### src/rtl/sbox_share_sched.sv
// sbox_share_sched: serialises 32-bit words from two requesters through one shared AES S-box.
// Optional SBOX_SHARE_PIPE_EN adds a register stage on sbox_q (one extra drain cycle per word).
module sbox_share_sched #(
   parameter bit RR = 1'b1
) (
   input  logic        clk,
   input  logic        reset_n,
   input  logic        req0_valid,
   output logic        req0_ready,
   input  logic [31:0] req0_word,
   input  logic        req0_encrypt,
   input  logic        req1_valid,
   output logic        req1_ready,
   input  logic [31:0] req1_word,
   input  logic        req1_encrypt,
   output logic        rsp_valid,
   input  logic        rsp_ready,
   output logic        rsp_id,
   output logic [31:0] rsp_word,
   output logic [7:0]  sbox_a,
   output logic        sbox_encrypt,
   input  logic [7:0]  sbox_q
);
   typedef enum logic [1:0] {IDLE, RUN, DONE} state_t;
   state_t      state;
   logic [31:0] word;
   logic [1:0]  cnt;
   logic        last, g0, g1, acc, drn;
   // last holds the previous grant; requester 0 wins ties unless it was served last under RR
   always_comb begin
      g0 = req0_valid & (~req1_valid | ~RR | last);
      g1 = req1_valid & ~g0;
   end
   assign req0_ready = (state == IDLE) & g0;
   assign req1_ready = (state == IDLE) & g1;
   assign acc = req0_ready | req1_ready;
   assign sbox_a = (state == RUN && !drn) ? word[{cnt, 3'b000} +: 8] : 8'h00;
`ifdef SBOX_SHARE_PIPE_EN
   logic [7:0] q;
   always_ff @(posedge clk or negedge reset_n)
      if (!reset_n) q <= 8'h00;
      else q <= sbox_q;
`else
   assign drn = 1'b0;
`endif
   always_ff @(posedge clk or negedge reset_n) begin
      if (!reset_n) begin
         state        <= IDLE;
         word         <= 32'h0;
         cnt          <= 2'd0;
         last         <= 1'b1;
         rsp_valid    <= 1'b0;
         rsp_id       <= 1'b0;
         rsp_word     <= 32'h0;
         sbox_encrypt <= 1'b0;
`ifdef SBOX_SHARE_PIPE_EN
         drn          <= 1'b0;
`endif
      end else begin
         case (state)
            IDLE: if (acc) begin
               word         <= g0 ? req0_word : req1_word;
               sbox_encrypt <= g0 ? req0_encrypt : req1_encrypt;
               rsp_id       <= g1;
               last         <= g1;
               cnt          <= 2'd0;
`ifdef SBOX_SHARE_PIPE_EN
               drn          <= 1'b0;
`endif
               state        <= RUN;
            end
            RUN: begin
`ifdef SBOX_SHARE_PIPE_EN
               // q lags sbox_a by one edge, so byte cnt-1 lands while byte cnt is presented
               if (drn) begin
                  rsp_word[31:24] <= q;
                  rsp_valid       <= 1'b1;
                  state           <= DONE;
               end else begin
                  if (cnt != 2'd0) rsp_word[{cnt - 2'd1, 3'b000} +: 8] <= q;
                  drn <= (cnt == 2'd3);
                  cnt <= cnt + 2'd1;
               end
`else
               rsp_word[{cnt, 3'b000} +: 8] <= sbox_q;
               cnt <= cnt + 2'd1;
               if (cnt == 2'd3) begin
                  rsp_valid <= 1'b1;
                  state     <= DONE;
               end
`endif
            end
            DONE: if (rsp_ready) begin
               rsp_valid <= 1'b0;
               state     <= IDLE;
            end
            default: state <= IDLE;
         endcase
      end
   end
endmodule
### config.mk
export PLATFORM = sky130hd
export DESIGN_NAME = sbox_share_sched
export DESIGN_NICKNAME = d
export VERILOG_FILES = /design/src/rtl/sbox_share_sched.sv
export SDC_FILE = /design/constraint.sdc
export NUM_CORES = 1
export LEC_CHECK = 0
export CAP_MARGIN = 20
export CORE_MARGIN = 2
export CORE_UTILIZATION = 25
export CTS_BUF_LIST = sky130_fd_sc_hd__clkbuf_4 sky130_fd_sc_hd__clkbuf_8
export CTS_CLUSTER_DIAMETER = 80
export DETAILED_ROUTE_END_ITERATION = 8
export MAX_ROUTING_LAYER = met4
export PLACE_DENSITY_LB_ADDON = 0.05
export SETUP_SLACK_MARGIN = 0.15
export SLEW_MARGIN = 10
export SYNTH_ARGS = -nofsm -noshare
export SYNTH_HDL_FRONTEND = slang
export SYNTH_SLANG_ARGS = --single-unit
### constraint.sdc
create_clock -name clk -period 2.6 [get_ports clk]
set_input_delay 0.52 -clock clk [delete_from_list [all_inputs] [get_ports clk]]
set_output_delay 0.52 -clock clk [all_outputs]
set_load 0.02 [all_outputs]
After elaboration in Yosys (flattened, before gate mapping)
Index checks and enable logic that the tools add are counted.
Widths: inputs -> output; s select.
{"block": "classes", "n_eq_ne": 6, "reduce_logical": 7, "n_shift": 3, "n_addsub": 2, "muxes": 13, "bitwise_logic": 8}
{"cell": "$bwmux 32", "count": 1}
{"cell": "$mux 32", "count": 1}
{"cell": "$shift 8x7->32 const A", "count": 1}
{"cell": "$shiftx 32x6->8", "count": 1}
{"cell": "$shiftx 8x7->32", "count": 1}
{"cell": "$mux 2", "count": 4}
{"cell": "$mux 8", "count": 1}
{"cell": "$neg 5->7", "count": 1}
{"cell": "$pmux 2 s3", "count": 1}
{"cell": "$reduce_and 3->1", "count": 2}
{"cell": "$and 1x1->1", "count": 4}
{"cell": "$eq 2x2->1 const B", "count": 2}
{"cell": "$ne 2x2->1 const B", "count": 2}
{"cell": "$pmux 2 s2", "count": 1}
{"cell": "$reduce_and 2->1", "count": 2}
{"cell": "$reduce_bool 2->1", "count": 2}
{"cell": "$mux 1", "count": 3}
{"cell": "$add 2x1->2 const B", "count": 1}
{"cell": "$eq 2x1->1 const B", "count": 1}
{"cell": "$logic_not 2->1", "count": 1}
{"cell": "$ne 2x1->1 const B", "count": 1}
{"cell": "$not 1->1", "count": 2}
{"cell": "$or 1x1->1", "count": 2}
{"cell": "$pmux 1 s2", "count": 1}
{"block": "totals", "out_inout_bits": 45, "elab_cells": 47, "ff_bits": 72, "input_bits": 79}

Longest topological paths before layout
{"block": "logic_depth", "depth_word": 9, "mapped_depth": 7, "mapped_depth_nobuf": 5}

Worst setup path before layout
Ideal clock, no wire load.
{"block": "synth_path", "kind": "flip-flop to flip-flop", "startpoint": "register cnt[1]", "endpoint": "register rsp_word[16]", "setup_ns": 0.067, "period_less_slack_ns": 1.922, "slack_ns": 0.678, "t_arrival_ns": 1.855, "path_stages_with_launch": 7, "t_required_ns": 2.533, "n_path_buf": 1, "cell_sequence": "dfrtp_1 -> clkbuf_1 -> inv_1 -> ha_1 -> nand3b_4 -> nor4b_4 -> a22o_1"}
{"block": "synth_between", "elab_chain_len": 3, "elab_cells_between_ends": 4, "classes_between": "add/sub (1); shift (2); mux (1)"}
{"element": "start, declared", "line": "27", "source": "logic [1:0] cnt;"}
{"element": "start signal, assigned", "line": "86", "source": "cnt <= cnt + 2'd1;"}
{"element": "$neg 5->7 (*)", "line": "85", "source": "rsp_word[{cnt, 3'b000} +: 8] <= sbox_q;"}
{"element": "$shiftx 8x7->32 / $shift 8x7->32 (equally long branches)", "line": "85"}
{"element": "$bwmux 32 (*)", "line": "85"}
{"element": "end signal, assigned by index", "line": "85"}
{"element": "end, declared", "line": "19", "source": "output logic [31:0] rsp_word,"}
Mark *: on every way between the ends. The rest lies on a longest branch, timed or not.
A chain may end at the register's enable or synchronous reset.

Worst setup path after layout
{"block": "layout_path", "startpoint": "register cnt[0]", "endpoint": "output port sbox_a[4]"}
{"block": "layout_between", "elab_chain_len": 2}
{"element": "$shiftx 32x6->8", "line": "37", "source": "assign sbox_a = (state == RUN && !drn) ? word[{cnt, 3'b000} +: 8] : 8'h00;"}
{"element": "$mux 8", "line": "37"}
{"element": "end, declared", "line": "20", "source": "output logic [7:0] sbox_a,"}
Every way passes these cells.

==> flow_summary.html <==
<table>
<tr><th>Metric</th><th>Value</th></tr>
<tr><th colspan="2">Power</th></tr>
<tr><td>Ratio of total power to cell area</td><td>1200 mW/mm^2</td></tr>
<tr><td>Largest voltage drop on the vdd net</td><td>0.456 mV</td></tr>
<tr><td>Leak pwr</td><td>2.10 nW</td></tr>
<tr><th colspan="2">Clocking</th></tr>
<tr><td>Clock latency on the worst-skew pair</td><td>0.37 ns</td></tr>
<tr><td>CTS tree</td><td>built</td></tr>
<tr><td>Clock transition at the register clock pins on the worst setup and hold paths after CTS</td><td>0.08 ns</td></tr>
<tr><td>Root cell of the clock tree</td><td>sky130_fd_sc_hd__clkbuf_8</td></tr>
<tr><td>Sinks on the clock net</td><td>72</td></tr>
<tr><td>Htree depth</td><td>3</td></tr>
<tr><td>Number of buffers created by CTS</td><td>9</td></tr>
<tr><td>Hold_buf cts</td><td>0</td></tr>
<tr><td>Buffer levels on the longest clock path</td><td>2</td></tr>
<tr><th colspan="2">Setup path</th></tr>
<tr><td>Destination of the worst register-to-register timing path</td><td>rsp_word[20]</td></tr>
<tr><td>CP delay by family, top</td><td>multiplexers</td></tr>
<tr><td>Worst-path cell with the longest stage delay</td><td>sky130_fd_sc_hd__mux4_2</td></tr>
<tr><td>Endpoint type of the worst setup path</td><td>primary output</td></tr>
<tr><td>R2r setup slk</td><td>0.40 ns</td></tr>
<tr><td>Startpoint of the most critical register-to-register path</td><td>cnt[1]</td></tr>
<tr><td>Max Fanout on Critical Path</td><td>8</td></tr>
<tr><td>Reg2reg path depth</td><td>6</td></tr>
<tr><td>Category of the most critical setup path</td><td>reg -&gt; out</td></tr>
<tr><td>Buffers and inverters on the worst path</td><td>2</td></tr>
<tr><td>Cell chain of the critical path</td><td>buf_6, mux4_2, and2_1, clkdlybuf4s15_1</td></tr>
<tr><td>Worst EP required</td><td>2.08 ns</td></tr>
<tr><td>Maximum single-stage delay on the critical path</td><td>0.48 ns</td></tr>
<tr><td>Arrival time at the worst endpoint</td><td>1.84 ns</td></tr>
<tr><td>Kind of launch point of the worst setup path</td><td>register</td></tr>
<tr><th colspan="2">Global routing</th></tr>
<tr><td>Number of global-route vias before repair</td><td>3406</td></tr>
<tr><td>Number of antenna violations at the first check in global routing</td><td>0</td></tr>
<tr><td>GRT Util Overall</td><td>16.2%</td></tr>
<tr><td>Largest net degree at the start of global routing</td><td>73</td></tr>
<tr><td>Overflow left after global routing</td><td>0</td></tr>
<tr><td>First-pass GRT wire length</td><td>19100 um</td></tr>
<tr><th colspan="2">Synthesis</th></tr>
<tr><td>Number of flops mapped to enable cells by yosys</td><td>0</td></tr>
<tr><td>Count of distinct cell types in the synthesized netlist</td><td>32</td></tr>
<tr><td>Post-synthesis async set-or-reset flop share</td><td>100%</td></tr>
<tr><td>Average cell area after synthesis</td><td>10.9 um^2</td></tr>
<tr><td>Post-synthesis register bit count</td><td>72</td></tr>
<tr><td>Seq/Total Area, Yosys</td><td>48.4%</td></tr>
<tr><td>Dominant register cell in the synthesized netlist</td><td>sky130_fd_sc_hd__dfrtp_1</td></tr>
<tr><td>Yosys synthesis warning count</td><td>0</td></tr>
<tr><td>Cell Area, Synth</td><td>0.00373 mm^2</td></tr>
<tr><td>Synth Net Count</td><td>424</td></tr>
<tr><td>Mapped Cells</td><td>341</td></tr>
<tr><th colspan="2">STA</th></tr>
<tr><td>Number of setup violations in the final report</td><td>0</td></tr>
<tr><td>Worst setup skew after layout</td><td>0.0104 ns</td></tr>
<tr><td>Max-slew violations</td><td>0</td></tr>
<tr><td>Final hold violation count</td><td>0</td></tr>
<tr><td>Part of the cycle the worst path needs</td><td>90.7%</td></tr>
<tr><td>Slew of the pin with the lowest slew margin</td><td>0.990 ns</td></tr>
<tr><td>Unrepaired setup endpoints after global routing</td><td>false</td></tr>
<tr><td>Setup Total Neg Slack</td><td>0 ns</td></tr>
<tr><td>Max-slew headroom at the worst pin</td><td>34.0%</td></tr>
<tr><td>Highest achievable clock rate</td><td>424 MHz</td></tr>
<tr><td>Min Tclk post-route</td><td>2.36 ns</td></tr>
<tr><th colspan="2">Layout</th></tr>
<tr><td>Fraction of layout instances using a drive strength above 1</td><td>18.9%</td></tr>
<tr><td>Antenna Cells</td><td>0</td></tr>
<tr><td>Fill cell total of the finished layout</td><td>1522</td></tr>
<tr><td>Post-route cell area</td><td>0.00540 mm^2</td></tr>
<tr><td>Final net count</td><td>548</td></tr>
<tr><td>Area growth from synthesis to final layout</td><td>44.8%</td></tr>
<tr><th colspan="2">Placement</th></tr>
<tr><td>Placement-stage cell area</td><td>0.00517 mm^2</td></tr>
<tr><td>Post-detail-place hpwl</td><td>8570 um</td></tr>
<tr><td>Number of I/O port buffers</td><td>123</td></tr>
<tr><td>Final GP Congestion</td><td>0.727</td></tr>
<tr><th colspan="2">Outcome</th></tr>
<tr><td>Status</td><td>completed</td></tr>
<tr><th colspan="2">Routing</th></tr>
<tr><td>Vias post-DR</td><td>3191</td></tr>
<tr><td>Routed wire per std cell</td><td>18.5 um</td></tr>
<tr><td>Number of vias per cell after detailed routing</td><td>4.88</td></tr>
<tr><td>Drt initial violations</td><td>123</td></tr>
<tr><td>Drc violations</td><td>0</td></tr>
<tr><td>Residual antenna-violating net count after detailed routing</td><td>0</td></tr>
<tr><td>First drt pass iteration count</td><td>4</td></tr>
<tr><td>Final routed wirelength across all metal layers</td><td>12100 um</td></tr>
<tr><th colspan="2">Floorplan</th></tr>
<tr><td>Total number of placement rows</td><td>44</td></tr>
<tr><td>Placeable core area</td><td>0.0145 mm^2</td></tr>
<tr><td>Height of the chip</td><td>126 um</td></tr>
<tr><td>Floorplan die area</td><td>0.0159 mm^2</td></tr>
<tr><td>Ports placed on the boundary</td><td>124</td></tr>
<tr><td>Initial core utilization</td><td>25.6%</td></tr>
<tr><td>Die width</td><td>126 um</td></tr>
<tr><th colspan="2">Min path</th></tr>
<tr><td>Hold Path Class</td><td>in -&gt; async</td></tr>
<tr><th colspan="2">Job</th></tr>
<tr><td>Max-capacitance violation count</td><td>0</td></tr>
</table>
[routing by layer]
layer	GRT usage [%]	part of all wire, %
met1	19.3	43
met2	27.0	50
met3	3.99	4.7
met4	5.37	2.0
met5	-	0
[per-stage QoR]
stage	hold WS, ns	setup slack (ns)	instances	util [%]	power, mW
4_1_cts	0.333	0.130	650	37.1	6.58
5_1_grt	0.360	0.160	654	37.1	6.96
6_report	0.274	0.241	654	37.1	6.49
3_5_place_dp	0.480	0.0284	634	35.6	5.62
2_1_floorplan	0.224	0.678	341	-	4.17
3_3_place_gp	0.464	0.0398	634	35.6	5.59
[cell usage after synthesis (all sizes together) (5+ instances only)]
master   n  area share, %
a21oi   37            5.0
dfrtp   71             48
nand2   21            2.1
a22o    24            5.6
buf     13            2.8
inv      5           0.50
and2     9            1.6
clkbuf  18            1.8
mux4     8            4.8
nand3   33            4.4
o21ai   41            5.5
a31oi   35             11
[sequential cells by signal, indices dropped and copies added (netlist names)]
name / count
last: 1
rsp_valid: 1
state: 2
rsp_id: 1
word: 32
cnt: 2
sbox_encrypt: 1
rsp_word: 32
[how the worst max path moves through the flow]
| stage | from | to | cells past startpoint |
|---|---|---|---|
| 2_1_floorplan | cnt[1] | rsp_word[16] | 6 |
| 3_3_place_gp | req1_valid | req0_ready | 5 |
| 3_5_place_dp | req1_valid | req0_ready | 5 |
| 4_1_cts | cnt[0] | sbox_a[0] | 4 |
| 5_1_grt | cnt[0] | sbox_a[7] | 4 |
| 6_report | cnt[0] | sbox_a[4] | 4 |
[power breakdown]
| part | internal [mW] | switching (mW) | total (mW) |
|---|---|---|---|
| Combinational | 1.63 | 1.83 | 3.45 |
| Sequential | 1.65 | 0.381 | 2.03 |
| Clock | 0.554 | 0.455 | 1.01 |
[timing repair]
item | 4_1_cts | 5_1_grt
setup endpoints to repair | 10 | 8
gates resized for setup | 13 | 11
cloned | 0 | 0
setup buffers | 0 | 4
[layout by cell type (no fill, tap or decap), types with 2 or more instances in the layout]
cell,n
sky130_fd_sc_hd__nor4_4,2
sky130_fd_sc_hd__a31oi_1,5
sky130_fd_sc_hd__clkbuf_8,9
sky130_fd_sc_hd__nor2_1,3
sky130_fd_sc_hd__buf_4,19
sky130_fd_sc_hd__dlygate4sd2_1,2
sky130_fd_sc_hd__o21bai_1,2
sky130_fd_sc_hd__o21ai_0,41
sky130_fd_sc_hd__dfrtp_1,71
sky130_fd_sc_hd__a21oi_1,37
sky130_fd_sc_hd__a22o_1,24
sky130_fd_sc_hd__nand3_1,33
sky130_fd_sc_hd__bufinv_16,2
sky130_fd_sc_hd__and2_1,8
sky130_fd_sc_hd__a31oi_2,30
sky130_fd_sc_hd__clkdlybuf4s15_1,3
sky130_fd_sc_hd__clkbuf_2,5
sky130_fd_sc_hd__buf_12,2
sky130_fd_sc_hd__ha_1,4
sky130_fd_sc_hd__mux4_2,8
sky130_fd_sc_hd__inv_1,5
sky130_fd_sc_hd__o31ai_1,2
sky130_fd_sc_hd__clkinvlp_4,3
sky130_fd_sc_hd__nand2_1,21
sky130_fd_sc_hd__clkdlybuf4s50_1,112
sky130_fd_sc_hd__nand2b_1,2
[worst register-to-register path: cells and delay by family, from the launching register on]
kind,cells,cell delay (ns)
simple gates,2,0.67
flops,1,0.59
fa+ha+maj,1,0.42
buf+inv,2,0.26
compound gates,1,0.22
[layout make-up]
| class | count | area, um^2 | share of cell area (%) |
|---|---|---|---|
| inverter | 5 | 18.8 | 0.348 |
| clock inverter | 6 | 91.3 | 1.69 |
| clock buffer | 10 | 131 | 2.43 |
| multi-input combinational | 233 | 1740 | 32.2 |
| timing repair buffer | 144 | 1390 | 25.7 |
| tap | 184 | 230 | 4.26 |
| sequential | 72 | 1800 | 33.4 |
[logic make-up after synthesis]
group                    Yosys count  share of synthesized area (%)
AO/OA/AOI/OAI                    141                           27.8
adder cells (fa/ha/maj)            4                           1.34
buffers and inverters             36                           5.10
flip-flops                        72                           48.4
multiplexers                       8                           4.83
AND/OR/NAND/NOR                   80                           12.5
(Power assumes the default switching activity.)
